--- src/rtl/clk_div_pkg.sv ---
// rtl/clk_div_pkg.sv - shared constants, divisor type and helpers for the clock divider
package clk_div_pkg;

  localparam int MIN_DIV   = 2;
  localparam int DEF_DIV_W = 8;

  typedef logic [DEF_DIV_W-1:0] div_t;

  function automatic int unsigned half_ceil(input int unsigned n);
    return (n + 1) / 2;
  endfunction

endpackage

--- src/rtl/clk_div_prog_if.sv ---
// rtl/clk_div_prog_if.sv - divisor load handshake and period status bundle
interface clk_div_prog_if
  import clk_div_pkg::*;
#(
  parameter int DIV_W = DEF_DIV_W
);
  logic [DIV_W-1:0] div_val;
  logic             div_load;
  logic             div_busy;
  logic             div_ack;
  logic             period_start;

  modport master (
    output div_val, div_load,
    input  div_busy, div_ack, period_start
  );

  modport slave (
    input  div_val, div_load,
    output div_busy, div_ack, period_start
  );
endinterface

--- src/rtl/clk_div_negalign.sv ---
// rtl/clk_div_negalign.sv - falling-edge copy of clk_p and the odd/even output combine
module clk_div_negalign (
  input  logic clk_in,
  input  logic rst_n,
  input  logic clk_p_i,
  input  logic clk_e_i,
  input  logic odd_i,
  output logic clk_out_o
);
  logic clk_n_q;

  always_ff @(negedge clk_in or negedge rst_n) begin
    if (!rst_n) clk_n_q <= 1'b0;
    else        clk_n_q <= clk_p_i;
  end

  // clk_n is low across every period boundary, so odd_i may switch there without
  // a hazard; in even mode only the registered clk_e term moves.
  assign clk_out_o = clk_e_i | (odd_i & clk_p_i & clk_n_q);
endmodule

--- src/rtl/clk_div_prog.sv ---
// rtl/clk_div_prog.sv - programmable 50%-duty integer clock divider with boundary-aligned reload
module clk_div_prog
  import clk_div_pkg::*;
#(
  parameter int DIV_W    = DEF_DIV_W,
  parameter int DIV_INIT = 3
) (
  input  logic          clk_in,
  input  logic          rst_n,
  clk_div_prog_if.slave ctrl,
  output logic          clk_out
);
  typedef logic [DIV_W-1:0] cnt_t;

  localparam cnt_t INIT_V = cnt_t'(DIV_INIT);
  localparam cnt_t MIN_V  = cnt_t'(MIN_DIV);
  localparam cnt_t ONE    = cnt_t'(1);

  cnt_t n_act_q,  n_act_d;
  cnt_t n_pend_q, n_pend_d;
  cnt_t cnt_q,    cnt_d;
  logic odd_q,    odd_d;
  logic busy_q,   busy_d;
  logic ack_q,    ack_d;
  logic ps_q,     ps_d;
  logic clk_p_q,  clk_p_d;
  logic clk_e_q,  clk_e_d;
  logic run_q;

  cnt_t load_val;
  cnt_t h_d;
  logic load_acc;
  logic wrap;

  always_comb begin
    load_val = (ctrl.div_val < MIN_V) ? MIN_V : ctrl.div_val;
    load_acc = ctrl.div_load && !busy_q;
    wrap     = run_q && (cnt_q == n_act_q - ONE);

    n_pend_d = load_acc ? load_val : n_pend_q;
    busy_d   = busy_q | load_acc;
    n_act_d  = n_act_q;
    ack_d    = 1'b0;
    cnt_d    = '0;
    if (run_q && !wrap) cnt_d = cnt_q + ONE;

    // A load accepted on the last cycle of a period is applied at that same boundary.
    if (wrap && busy_d) begin
      n_act_d = busy_q ? n_pend_q : load_val;
      busy_d  = 1'b0;
      ack_d   = 1'b1;
    end

    odd_d   = n_act_d[0];
    h_d     = cnt_t'(half_ceil(32'(n_act_d)));
    clk_p_d = (cnt_d < h_d);
    clk_e_d = clk_p_d & ~odd_d;
    ps_d    = (cnt_d == '0);
  end

  always_ff @(posedge clk_in or negedge rst_n) begin
    if (!rst_n) begin
      n_act_q  <= INIT_V;
      n_pend_q <= INIT_V;
      odd_q    <= INIT_V[0];
      cnt_q    <= '0;
      clk_p_q  <= 1'b0;
      clk_e_q  <= 1'b0;
      busy_q   <= 1'b0;
      ack_q    <= 1'b0;
      ps_q     <= 1'b0;
      run_q    <= 1'b0;
    end else begin
      n_act_q  <= n_act_d;
      n_pend_q <= n_pend_d;
      odd_q    <= odd_d;
      cnt_q    <= cnt_d;
      clk_p_q  <= clk_p_d;
      clk_e_q  <= clk_e_d;
      busy_q   <= busy_d;
      ack_q    <= ack_d;
      ps_q     <= ps_d;
      run_q    <= 1'b1;
    end
  end

  assign ctrl.div_busy     = busy_q;
  assign ctrl.div_ack      = ack_q;
  assign ctrl.period_start = ps_q;

  clk_div_negalign u_negalign (
    .clk_in    (clk_in),
    .rst_n     (rst_n),
    .clk_p_i   (clk_p_q),
    .clk_e_i   (clk_e_q),
    .odd_i     (odd_q),
    .clk_out_o (clk_out)
  );
endmodule
--- src/flat_wrapper.sv ---
// flat-port wrapper written by rule: the top's interface ports become plain ports
module clk_div_prog_flat import clk_div_pkg::*;
#(
  parameter int DIV_W    = DEF_DIV_W,
  parameter int DIV_INIT = 3
)
  (clk_in, rst_n, clk_out, ctrl_div_val, ctrl_div_load, ctrl_div_busy, ctrl_div_ack, ctrl_period_start);
  clk_div_prog_if #(.DIV_W(DIV_W)) ctrl_i ();
  input  logic clk_in;
  input  logic rst_n;
  output logic clk_out;
  input wire logic [$bits(ctrl_i.div_val)-1:0] ctrl_div_val;
  input wire logic [$bits(ctrl_i.div_load)-1:0] ctrl_div_load;
  output wire logic [$bits(ctrl_i.div_busy)-1:0] ctrl_div_busy;
  output wire logic [$bits(ctrl_i.div_ack)-1:0] ctrl_div_ack;
  output wire logic [$bits(ctrl_i.period_start)-1:0] ctrl_period_start;
  assign ctrl_i.div_val = ctrl_div_val;
  assign ctrl_i.div_load = ctrl_div_load;
  assign ctrl_div_busy = ctrl_i.div_busy;
  assign ctrl_div_ack = ctrl_i.div_ack;
  assign ctrl_period_start = ctrl_i.period_start;
  clk_div_prog #(.DIV_W(DIV_W), .DIV_INIT(DIV_INIT)) u_core (.clk_in(clk_in), .rst_n(rst_n), .ctrl(ctrl_i), .clk_out(clk_out));
endmodule
--- config.mk ---
export PLATFORM = sky130hd
export DESIGN_NAME = clk_div_prog_flat
export DESIGN_NICKNAME = d
export VERILOG_FILES = /design/src/rtl/clk_div_pkg.sv /design/src/rtl/clk_div_prog_if.sv /design/src/rtl/clk_div_negalign.sv /design/src/rtl/clk_div_prog.sv /design/src/flat_wrapper.sv
export SDC_FILE = /design/constraint.sdc
export NUM_CORES = 1
export LEC_CHECK = 0
export ABC_AREA = 1
export ABC_CLOCK_PERIOD_IN_PS = 3800
export CAP_MARGIN = 40
export CORE_MARGIN = 4
export CORE_UTILIZATION = 45
export DETAILED_ROUTE_END_ITERATION = 12
export GPL_TIMING_DRIVEN = 1
export MAX_ROUTING_LAYER = met4
export PLACE_DENSITY = 0.66
export SYNTH_ARGS = -nofsm -noshare
export SYNTH_HDL_FRONTEND = slang
export SYNTH_HIERARCHICAL = 1
export SYNTH_SLANG_ARGS = --single-unit
--- constraint.sdc ---
create_clock -name clk_in -period 3.8 [get_ports clk_in]
set_input_delay 1.14 -clock clk_in [delete_from_list [all_inputs] [get_ports clk_in]]
set_output_delay 1.14 -clock clk_in [all_outputs]
set_load 0.03 [all_outputs]
==> results, run 1 <==
- STA classifies the critical path endpoint as a primary output.
- The clock passes through at most 2 buffers.
- The repair_antennas step left the layout with diodes totalling 0.
- In this run the worst hold path is classified as register to register.
- Clock-pin slew was measured on the worst setup and hold paths at 0.06 ns.
- The number of different library cells in the post-synthesis netlist is 32.
- The slack of the worst reg-to-reg path is 0.31 ns.
- Measured in cells, the most critical reg-to-reg path has a length of 23.
- The violation count after the first detailed-routing iteration is 76.
- On the final layout, the worst hold slack is around 0.48 ns.
- Entering global routing, the biggest net connects 31 pins.
- The clock latency on the worst-skew pair is between 0.2 and 0.3 ns.
- The count of mapped cells out of synthesis is 267.
- The average footprint of a synthesized cell is between 7 and 8 um^2.
- The maximum resistive drop on vdd is between 200 and 250 uV.
- Post-CTS timing repair inserted 0 buffers for setup.
- The floorplan step defined a die boundary enclosing 0.00560 mm^2.
- The post-placement worst setup slack is -0.107 ns.
- In this run the standard cell core region covers ~0.0044 mm^2.
- The worst hold path was traced through 2 stages.
- STA puts the critical path data required time at 2.66 ns.
- In this run the number of H-tree levels came out at 2.
- Setup repair after global routing could not meet its margin everywhere.
- The hold buffer count at CTS is 0.
- The die span in y is 74.9 um.
- Across all setup checks in the final design, the least slack found is -0.176 ns.
- The width of the die is 74.9 um.
- The via total after detailed routing is roughly 1.8k.
- Summed over all cells, the static leakage comes to 1.19 nW.
- During placement, the flow inserted port buffers numbering 14.
- For this run, the total global-route usage over all layers was measured as between 10% and 20%.
- STA classifies the critical path startpoint as a register.
- The placed wire-length estimate is approximately 3500 um.
- TritonCTS built the clock tree.
- The count of boundary I/O pins is 15.
- The path type of the worst setup path is register to primary output.
- The initial antenna violation count is 0.
- The first global-routing pass estimated 7720 um of wire.
- The via count of the first global-routing pass is roughly 1.8k.
- The fraction of final layout cells with drive strength greater than 1 is 17.6%.
- For hold timing, the worst endpoint is u_core/n_pend_q[2]$_DFFE_PN0P_.
- The ratio of total power to cell area is around 380 mW/mm^2.
- The final wirelength is ~4400 um.
- The synthesized design contains 31 register bits.
- After detailed routing, the number of vias per cell comes to 5.09.
- After synthesis the cells add up to 0.00201 mm^2.
- The weighted congestion at the end of routability-driven global placement is 0.814.
- The critical register-to-register path endpoint is u_core/clk_e_q$_DFF_PN0_.
- The run finished, with violations left.
- The total number of nets in the final design is 316.
- The first detailed-routing pass took 4 iterations.
- The clock root buffer is clkbuf_8.
- For this run, the number of standard cells in the final layout without fillers is 348.
- The hold path startpoint is u_core/n_pend_q[2]$_DFFE_PN0P_.
- The sequential cell area fraction in the yosys report is 38.8%.
- Summed over all layers, the global routing overflow is 0.
- The residual DRC count is 0.
- The max-slew violation count is 0.
- The number of endpoints failing setup at the final stage is 1.
- The TritonCTS buffer count is 5.
- The setup skew after layout is 0.00847 ns.
- Data arrives at the worst endpoint at 2.84 ns.
- The worst reg2reg path startpoint is u_core/n_act_q[1]$_DFF_PN1_.
- Yosys printed 6 warnings.
- The count of max-cap constraint violations is 0.
- Dividing the detail-routed wire length by the instance count gives 12.7 um.
- The area growth from synthesis to layout is 19.2%.
- The number of nets in the synthesized netlist is about 290.
- The tree built by TritonCTS fans out to 31 sinks.
- The cell total after placement is 340.
- The number of endpoints with negative hold slack in the final report is 0.
- The final-layout setup total negative slack is -0.176 ns.
- The standard-cell row count is 24.
- The checks that failed: setup timing.
- The starting utilization of the core area is around 46%.
- In this run the remaining antenna-violating nets after routing total 0.
- Along the worst path, the maximum fanout reaches 1.
## how the worst max path moves through the flow
stage / startpoint / end / slack, ns / cells after the start
floorplan: u_core/u_negalign/clk_n_q$_DFF_NN0_ / clk_out / 0.11 / 2
global placement: ctrl_div_val[7] / u_core/clk_e_q$_DFF_PN0_ / -0.04 / 20
detailed placement: ctrl_div_val[7] / u_core/clk_e_q$_DFF_PN0_ / -0.11 / 20
CTS: u_core/u_negalign/clk_n_q$_DFF_NN0_ / clk_out / -0.21 / 3
global route: u_core/u_negalign/clk_n_q$_DFF_NN0_ / clk_out / -0.23 / 3
finish: u_core/u_negalign/clk_n_q$_DFF_NN0_ / clk_out / -0.18 / 3
## through the flow
step	power [mW]	cell area, um^2	utilization [%]
detailed placement	0.635	2270	52.2
CTS	0.929	2370	54.5
global placement	0.630	2270	52.2
finish	0.918	2400	55.1
global route	0.986	2400	55.1
floorplan	0.557	2010	-
## area by class of cell
class | count | area, um^2
Timing Repair Buffer | 24 | 221
Clock buffer | 8 | 100
Tap cell | 52 | 65.1
Fill cell | 424 | 1960
Multi-Input combinational cell | 196 | 1090
Inverter | 37 | 139
Sequential cell | 31 | 781
## layer usage
layer | vias to the layer above | track usage, % | wire [um]
met1 | 828 | 24.2 | 2100
li1 | 912 | - | -
met2 | 25 | 29.6 | 2080
met4 | 0 | 7.51 | 72
met3 | 7 | 4.01 | 163
met5 | - | - | 0
## synthesized netlist by cell type, drive strengths merged
cell,instances,area (um^2)
nor3b,2,15.0
nand4,6,43.8
nor3,1,5.00
xnor2,3,26.3
dfstp,4,105
inv,37,139
nand2,84,338
a21oi,5,25.0
a211oi,1,7.51
clkbuf,2,7.51
dfrtn,1,25.0
nor2,27,139
nand3,19,105
nor4,2,12.5
o211ai,1,7.51
dfrtp,26,651
conb,1,3.75
nand3b,2,15.0
buf,1,11.3
a41oi,1,8.76
o21ai,24,135
xor2,7,61.3
ha,10,125
## power by group
part	switching (mW)	internal, mW	leakage, nW
sequential	0.0255	0.372	0.372
clock	0.121	0.165	0.0515
combinational	0.140	0.0952	0.767
total	0.286	0.632	1.19
## timing repair
action,4_1_cts,5_1_grt
pin swaps,2,6
gates resized for setup,1,6
setup endpoints to repair,1,3
gates cloned,0,0
## logic make-up (layout without fill, tap and decap cells)
logic type,count (synthesis),in the layout,share of synthesized area [%]
AND/OR/NAND/NOR,143,143,33.5
XOR/XNOR,10,10,4.35
buffers and inverters,40,69,7.84
flip-flops,31,31,38.8
AO/OA/AOI/OAI,32,32,9.14
other,1,1,0.186
adder cells (fa/ha/maj),10,10,6.22
## layout by cell type, fill, tap and decap left out, types with 2 or more instances in the layout
cell type,instances
xnor2_1,3
dlymetal6s2s_1,2
nand2_1,76
buf_4,10
xor2_1,7
nor3b_1,2
nand3_1,16
o21ai_0,19
clkbuf_8,7
a21oi_1,5
nor2_2,6
nand2_2,7
nand3_2,3
nor2_1,18
o21ai_2,4
clkdlybuf4s50_1,11
nand3b_1,2
ha_1,10
inv_1,34
dfstp_2,4
inv_2,3
nor2_4,3
nand4_1,5
dfrtp_1,26
## state kept, by name (all words and copies together) (netlist names)
register	cells
u_core/cnt_q	8
u_core/ctrl.div_busy	1
u_core/n_pend_q	8
u_core/clk_e_q	1
u_core/run_q	1
u_core/ctrl.period_start	1
u_core/n_act_q	8
u_core/ctrl.div_ack	1
u_core/clk_p_q	1
u_core/u_negalign/clk_n_q	1
## worst max-delay path, stage by stage (launching register included)
cell	delay, ns
dfrtn_1	0.40
nand3_2	0.07
nand2_2	0.06
buf_6	0.12
Note: power is estimated with default switching activity, not from simulation.
==> inputs of run 2 (changes only) <==
--- a/config.mk
+++ b/config.mk
@@ -6,10 +6,10 @@
 export NUM_CORES = 1
 export LEC_CHECK = 0
 export ABC_AREA = 1
-export ABC_CLOCK_PERIOD_IN_PS = 3800
 export CAP_MARGIN = 40
 export CORE_MARGIN = 4
 export CORE_UTILIZATION = 45
+export CTS_CLUSTER_DIAMETER = 60
 export DETAILED_ROUTE_END_ITERATION = 12
 export GPL_TIMING_DRIVEN = 1
 export MAX_ROUTING_LAYER = met4
==> results of run 2 <==
The final DEF is identical to that of run 1; final timing and power are the same.
